## config.mk

```make
export PLATFORM = sky130hd
export DESIGN_NAME = wt32_prod_accumulator_flat
export DESIGN_NICKNAME = d
export VERILOG_FILES = /design/src/rtl/wt32_prod_accumulator_if.sv /design/src/rtl/wt32_prod_accumulator.sv /design/src/flat_wrapper.sv
export SDC_FILE = /design/constraint.sdc
export NUM_CORES = 1
export LEC_CHECK = 0
export BUFFER_PORTS_ARGS = -buffer_cell sky130_fd_sc_hd__buf_2
export CORE_MARGIN = 1
export CORE_UTILIZATION = 45
export DETAILED_ROUTE_END_ITERATION = 7
export GPL_TIMING_DRIVEN = 1
export PLACE_DENSITY = 0.65
export SYNTH_ARGS = -nofsm -noshare
export SYNTH_HDL_FRONTEND = slang
export SYNTH_SLANG_ARGS = --single-unit
```

## constraint.sdc

```tcl
create_clock -name clk -period 3.2 [get_ports clk]
set_clock_uncertainty 0.2 [all_clocks]
set_input_delay 0.32 -clock clk [delete_from_list [all_inputs] [get_ports clk]]
set_output_delay 0.32 -clock clk [all_outputs]
set_load 0.01 [all_outputs]
```

## src/rtl/wt32_prod_accumulator_if.sv

```systemverilog
// Handshake bundle between the multiplier product stream, the accumulator and its consumer.
interface wt32_prod_accumulator_if #(
   parameter int unsigned PW = 64,
   parameter int unsigned AW = 72,
   parameter int unsigned CW = 8
);
   logic          in_valid;
   logic          in_ready;
   logic [PW-1:0] in_prod;
   logic          in_last;
   logic          out_valid;
   logic          out_ready;
   logic [AW-1:0] out_sum;
   logic [CW-1:0] out_count;
   logic          out_ovf;

   // Accumulator side: consumes products, produces results
   modport slave (
      input  in_valid, in_prod, in_last, out_ready,
      output in_ready, out_valid, out_sum, out_count, out_ovf
   );

   // Environment side: produces products, consumes results
   modport master (
      output in_valid, in_prod, in_last, out_ready,
      input  in_ready, out_valid, out_sum, out_count, out_ovf
   );
endinterface

```

## src/rtl/wt32_prod_accumulator.sv

```systemverilog
// Registered dot-product accumulation stage behind the 32x32 multiplier: sums up to LEN
// products per vector and hands the result out over valid/ready.
module wt32_prod_accumulator #(
   parameter int unsigned PW  = 64,
   parameter int unsigned AW  = 72,
   parameter int unsigned LEN = 8,
   parameter int unsigned CW  = 8
) (
   input  logic                     clk,
   input  logic                     rst_n,
   input  logic                     clear,
   wt32_prod_accumulator_if.slave   bus
);

   typedef enum logic {S_ACC, S_DONE} state_t;

   // Elaboration-time guard on the parameter relationships
   if (AW < PW || (2 ** CW) <= LEN || LEN < 1) begin : g_bad_param
      $error("wt32_prod_accumulator: illegal PW/AW/LEN/CW combination");
   end

   state_t        r_state, w_state;
   logic [AW-1:0] r_acc, w_acc;
   logic [CW-1:0] r_cnt, w_cnt;
   logic [AW-1:0] r_out_sum, w_out_sum;
   logic [CW-1:0] r_out_count, w_out_count;
   logic          r_out_ovf, w_out_ovf;
   logic          r_in_ready, w_in_ready;
   logic          r_out_valid, w_out_valid;

   logic [AW:0]   w_sum;
   logic [CW-1:0] w_cnt_inc;
   logic          w_hs_in;
   logic          w_hs_out;

   assign w_sum     = {1'b0, r_acc} + (AW+1)'(bus.in_prod);
   assign w_cnt_inc = r_cnt + CW'(1);
   assign w_hs_in   = bus.in_valid & r_in_ready;
   assign w_hs_out  = r_out_valid & bus.out_ready;

   // Next-state and datapath update; clear overrides any handshake
   always_comb begin
      w_state     = r_state;
      w_acc       = r_acc;
      w_cnt       = r_cnt;
      w_out_sum   = r_out_sum;
      w_out_count = r_out_count;
      w_out_ovf   = r_out_ovf;
      if (clear) begin
         w_state   = S_ACC;
         w_acc     = '0;
         w_cnt     = '0;
         w_out_ovf = 1'b0;
      end else begin
         case (r_state)
            S_ACC: begin
               if (w_hs_in) begin
                  w_acc     = w_sum[AW-1:0];
                  w_out_ovf = r_out_ovf | w_sum[AW];
                  w_cnt     = w_cnt_inc;
                  if (w_cnt_inc == CW'(LEN) || bus.in_last) begin
                     w_out_sum   = w_sum[AW-1:0];
                     w_out_count = w_cnt_inc;
                     w_state     = S_DONE;
                  end
               end
            end
            S_DONE: begin
               if (w_hs_out) begin
                  w_acc     = '0;
                  w_cnt     = '0;
                  w_out_ovf = 1'b0;
                  w_state   = S_ACC;
               end
            end
            default: w_state = S_ACC;
         endcase
      end
      w_in_ready  = (w_state == S_ACC);
      w_out_valid = (w_state == S_DONE);
   end

   // State and output registers; in_ready stays low until the first edge after reset
   always_ff @(posedge clk or negedge rst_n) begin
      if (!rst_n) begin
         r_state     <= S_ACC;
         r_acc       <= '0;
         r_cnt       <= '0;
         r_out_sum   <= '0;
         r_out_count <= '0;
         r_out_ovf   <= 1'b0;
         r_in_ready  <= 1'b0;
         r_out_valid <= 1'b0;
      end else begin
         r_state     <= w_state;
         r_acc       <= w_acc;
         r_cnt       <= w_cnt;
         r_out_sum   <= w_out_sum;
         r_out_count <= w_out_count;
         r_out_ovf   <= w_out_ovf;
         r_in_ready  <= w_in_ready;
         r_out_valid <= w_out_valid;
      end
   end

   assign bus.in_ready  = r_in_ready;
   assign bus.out_valid = r_out_valid;
   assign bus.out_sum   = r_out_sum;
   assign bus.out_count = r_out_count;
   assign bus.out_ovf   = r_out_ovf;

endmodule

```

## src/flat_wrapper.sv

```systemverilog
// flat-port wrapper written by rule: the top's interface ports become plain ports
module wt32_prod_accumulator_flat 
#(
   parameter int unsigned PW  = 64,
   parameter int unsigned AW  = 72,
   parameter int unsigned LEN = 8,
   parameter int unsigned CW  = 8
)
  (clk, rst_n, clear, bus_in_valid, bus_in_prod, bus_in_last, bus_out_ready, bus_in_ready, bus_out_valid, bus_out_sum, bus_out_count, bus_out_ovf);
  wt32_prod_accumulator_if #(.PW(PW), .AW(AW), .CW(CW)) bus_i ();
  input  logic clk;
  input  logic rst_n;
  input  logic clear;
  input wire logic [$bits(bus_i.in_valid)-1:0] bus_in_valid;
  input wire logic [$bits(bus_i.in_prod)-1:0] bus_in_prod;
  input wire logic [$bits(bus_i.in_last)-1:0] bus_in_last;
  input wire logic [$bits(bus_i.out_ready)-1:0] bus_out_ready;
  output wire logic [$bits(bus_i.in_ready)-1:0] bus_in_ready;
  output wire logic [$bits(bus_i.out_valid)-1:0] bus_out_valid;
  output wire logic [$bits(bus_i.out_sum)-1:0] bus_out_sum;
  output wire logic [$bits(bus_i.out_count)-1:0] bus_out_count;
  output wire logic [$bits(bus_i.out_ovf)-1:0] bus_out_ovf;
  assign bus_i.in_valid = bus_in_valid;
  assign bus_i.in_prod = bus_in_prod;
  assign bus_i.in_last = bus_in_last;
  assign bus_i.out_ready = bus_out_ready;
  assign bus_in_ready = bus_i.in_ready;
  assign bus_out_valid = bus_i.out_valid;
  assign bus_out_sum = bus_i.out_sum;
  assign bus_out_count = bus_i.out_count;
  assign bus_out_ovf = bus_i.out_ovf;
  wt32_prod_accumulator #(.PW(PW), .AW(AW), .LEN(LEN), .CW(CW)) u_core (.clk(clk), .rst_n(rst_n), .clear(clear), .bus(bus_i));
endmodule
```

==> run metrics <==
number of port buffers=152; grt ovf=0; via count=just under 10000; Setup crit start kind=flip-flop; Hold Crit Start=bus_in_valid; Max Fclk=300 MHz; width of the die=153 µm; synthesized area per cell=~8.9 µm²; Post-Synthesis Cells=1157; power per cell area=roughly 610 nW/µm²; Setup crit end kind=flip-flop; first-pass GRT wire length=49200 µm; crit-path max FO=5; fin nets=~1600; post-layout min period=3.33 ns; CTS tree=done; largest net degree at the start of global routing=73; DP Worst Slack=-0.282 ns; share of cells above drive strength 1=33.4%; outcome=finished, violations left; TritonRoute pass-1 iters=7; initial antenna violation count=1; CP arrival=3.51 ns; Final Hold Viols=0; Post-synth ARST share=100%; row cnt=55; Worst-path clk slew=0.08 ns; Syn Nets=approximately 1300; chip height=approximately 150 µm; RSZ-0062 raised after global routing=yes; Max Cap Viol=0; Reg-to-Reg Start=u_core.r_acc[0]; post-synthesis cell area=10300 µm²; clk sink count=163; VDD IR max=0.316 mV; Required @ worst endpoint=3.38 ns; post-synthesis cell type count=79; ys flop type=dfrtp_1; CTS H-tree depth=4; Yosys reg bits=163; GRT Overall Usage=26.3%; Seq/Total Area, Yosys=39.5%; clk buf depth=2; Post-DP HPWL=22000 µm; Starting Density=45.7%; leakage=6.79 nW; violated checks=DRC, setup timing; vias per cell=5.59; min-delay worst type=in -> reg; final WL=between 30000 and 40000 µm; Design Area, Final=13900 µm²; gp weighted congestion=0.911; Max-slew headroom=55.3%; # DRC=2; period utilization=104%; Post-synth EDFFs=0; final max-slew violation count=0; clock root cell=clkbuf_16; Core Footprint=22600 µm²; worst setup margin=-0.134 ns; drt initial violations=just over 600; layout overhead on the synthesized area=35.0%; vias in the first global route=9747; Least-Margin Pin Slew=0.671 ns; Clk Latency, worst-skew pair=0.44 ns; final setup violating endpoints=12; Placed Area=12500 µm²; WL/cell=17.6 µm; Worst Setup SP=u_core.r_acc[0]; die area=roughly 24000 µm²; n_diodes=0; io pins=153; Ys Warns=0; Setup CP Type=reg -> reg; Post-DRT Antenna Nets=0; TritonCTS Buffers=17
-- critical path: stages, from the launching register on --
cell and delay [ns]:
dfrtp_1 0.36, ha_2 0.19, inv_2 0.04, fa_2 0.35
nor2b_2 0.14, o31a_1 0.21, o22ai_4 0.13, a211oi_4 0.26
o211ai_2 0.17, a2111oi_4 0.43, a2bb2oi_4 0.25, nand4_4 0.13
or3_1 0.33, o21ai_1 0.08
-- state kept, by name, summed over array words and instances, names as in the netlist --
name	count
u_core.bus.out_sum	72
u_core.r_acc	72
u_core.bus.in_ready	1
u_core.bus.out_count	8
u_core.r_cnt	8
u_core.bus.out_ovf	1
u_core.r_state	1
-- routing by layer --
metal,track usage [%],wire length (µm),vias to the layer above
met3,5.25,1270,49
met5,0,9,-
met1,34.5,14100,4752
met2,43.4,14500,255
li1,-,-,4719
met4,8.90,730,2
-- cell usage after synthesis (all sizes together), types with 2 or more instances --
library cell / n / share of area (%)
nand2: 234 / 8.5
dfrtp: 163 / 40
a21oi: 92 / 4.5
o21ai: 79 / 3.9
ha: 65 / 7.9
a22o: 60 / 5.1
nor2: 53 / 1.9
xnor2: 46 / 3.9
clkbuf: 45 / 1.7
nand3: 27 / 1.4
a21o: 26 / 1.9
inv: 26 / 0.95
nand4: 25 / 1.7
xor2: 25 / 2.1
buf: 16 / 0.80
nor3: 15 / 0.78
mux2: 14 / 1.5
o21a: 13 / 0.95
a21boi: 9 / 0.65
a31oi: 9 / 0.69
nor2b: 9 / 0.55
a211oi: 8 / 0.80
o21bai: 8 / 0.58
o31ai: 8 / 0.63
and2: 7 / 0.45
nand2b: 6 / 0.36
o22ai: 6 / 0.50
or3: 6 / 0.36
a2111oi: 5 / 0.85
and3: 5 / 0.30
a31o: 4 / 0.34
o211ai: 4 / 0.34
or2: 4 / 0.24
nor4: 3 / 0.24
or4: 3 / 0.22
a2111o: 2 / 0.22
a41oi: 2 / 0.17
mux2i: 2 / 0.19
nor3b: 2 / 0.19
o221a: 2 / 0.22
o41ai: 2 / 0.17
-- kinds of logic (layout without fill, tap and decap cells) --
logic type | count (synthesis) | after routing | synth area share [%]
muxes | 16 | 16 | 1.72
DFF | 163 | 163 | 39.5
buffers and inverters | 87 | 393 | 3.42
xor gates and xnor gates | 71 | 71 | 6.02
and+or+nand+nor | 404 | 404 | 17.6
AOI/OAI and AO/OA | 350 | 350 | 23.7
adders and majority gates | 66 | 66 | 8.07
-- power by group --
part / leakage (nW) / internal (W) / switching (W)
clock: 0.306 / 0.00128 / 0.000974
sequential: 2.13 / 0.00251 / 0.000273
combinational: 4.35 / 0.00161 / 0.00184
total: 6.79 / 0.00540 / 0.00308
-- what timing repair did --
| item | 4_1_cts | 5_1_grt |
|---|---|---|
| setup endpoints to repair | 42 | 57 |
| hold buffers | 3 | 0 |
| pin swaps | 21 | 31 |
| gates resized for setup | 39 | 68 |
| endpoints found under the hold margin | 65 | 0 |
| setup buffers | 7 | 9 |
-- placed cells by master (no fill, tap or decap), types with 6 or more instances in the layout --
cell	count
buf_12	6
a21oi_2	10
buf_4	172
o31ai_1	6
dfrtp_1	163
ha_4	23
a31oi_1	7
a22o_1	60
nand2_1	232
nor2b_1	7
a21o_1	26
o21bai_1	7
xnor2_1	43
nand3_1	26
mux2_2	13
nor3_1	12
o21a_1	12
a21boi_0	6
ha_1	40
a21oi_1	81
clkbuf_16	17
o21ai_0	60
xor2_1	25
nand4_1	22
nor2_1	47
inv_1	24
o21ai_1	16
buf_2	151
-- worst paths after layout --
path / slack [ns] / endpoint / depth (start not counted)
max: -0.13 / u_core.r_acc[70] / 13
min: 0.02 / u_core.r_cnt[0] / 4
max reg2reg: -0.13 / u_core.r_acc[70] / 13
min reg2reg: 0.27 / u_core.bus.out_sum[25] / 2
max in group asynchronous: 1.79 / u_core.bus.out_sum[49] / 3
min in group asynchronous: 0.26 / u_core.r_acc[23] / 2
-- area by class of cell --
cell class | instances | area, µm²
clock buffer | 19 | 443
multi-input combinational | 907 | 6550
timing repair buffer | 335 | 2230
fill | 1979 | 8630
sequential | 163 | 4080
clock inverter | 13 | 186
inverter | 26 | 97.6
tap | 285 | 357
-- through the flow --
step / setup TNS [ns] / total power, W / instances / hold slack (ns) / utilization (%)
3_3_place_gp: -2.99 / 0.00590 / 1697 / 0.176 / 55.5
3_5_place_dp: -5.00 / 0.00595 / 1697 / 0.184 / 55.5
5_1_grt: -3.51 / 0.00898 / 1748 / 0.0325 / 61.8
4_1_cts: -0.244 / 0.00833 / 1739 / 0.0102 / 59.7
6_report: -0.677 / 0.00849 / 1748 / 0.0163 / 61.8
2_1_floorplan: 0 / 0.00461 / 1157 / -0.176 / -
(Power assumes the default switching activity.)
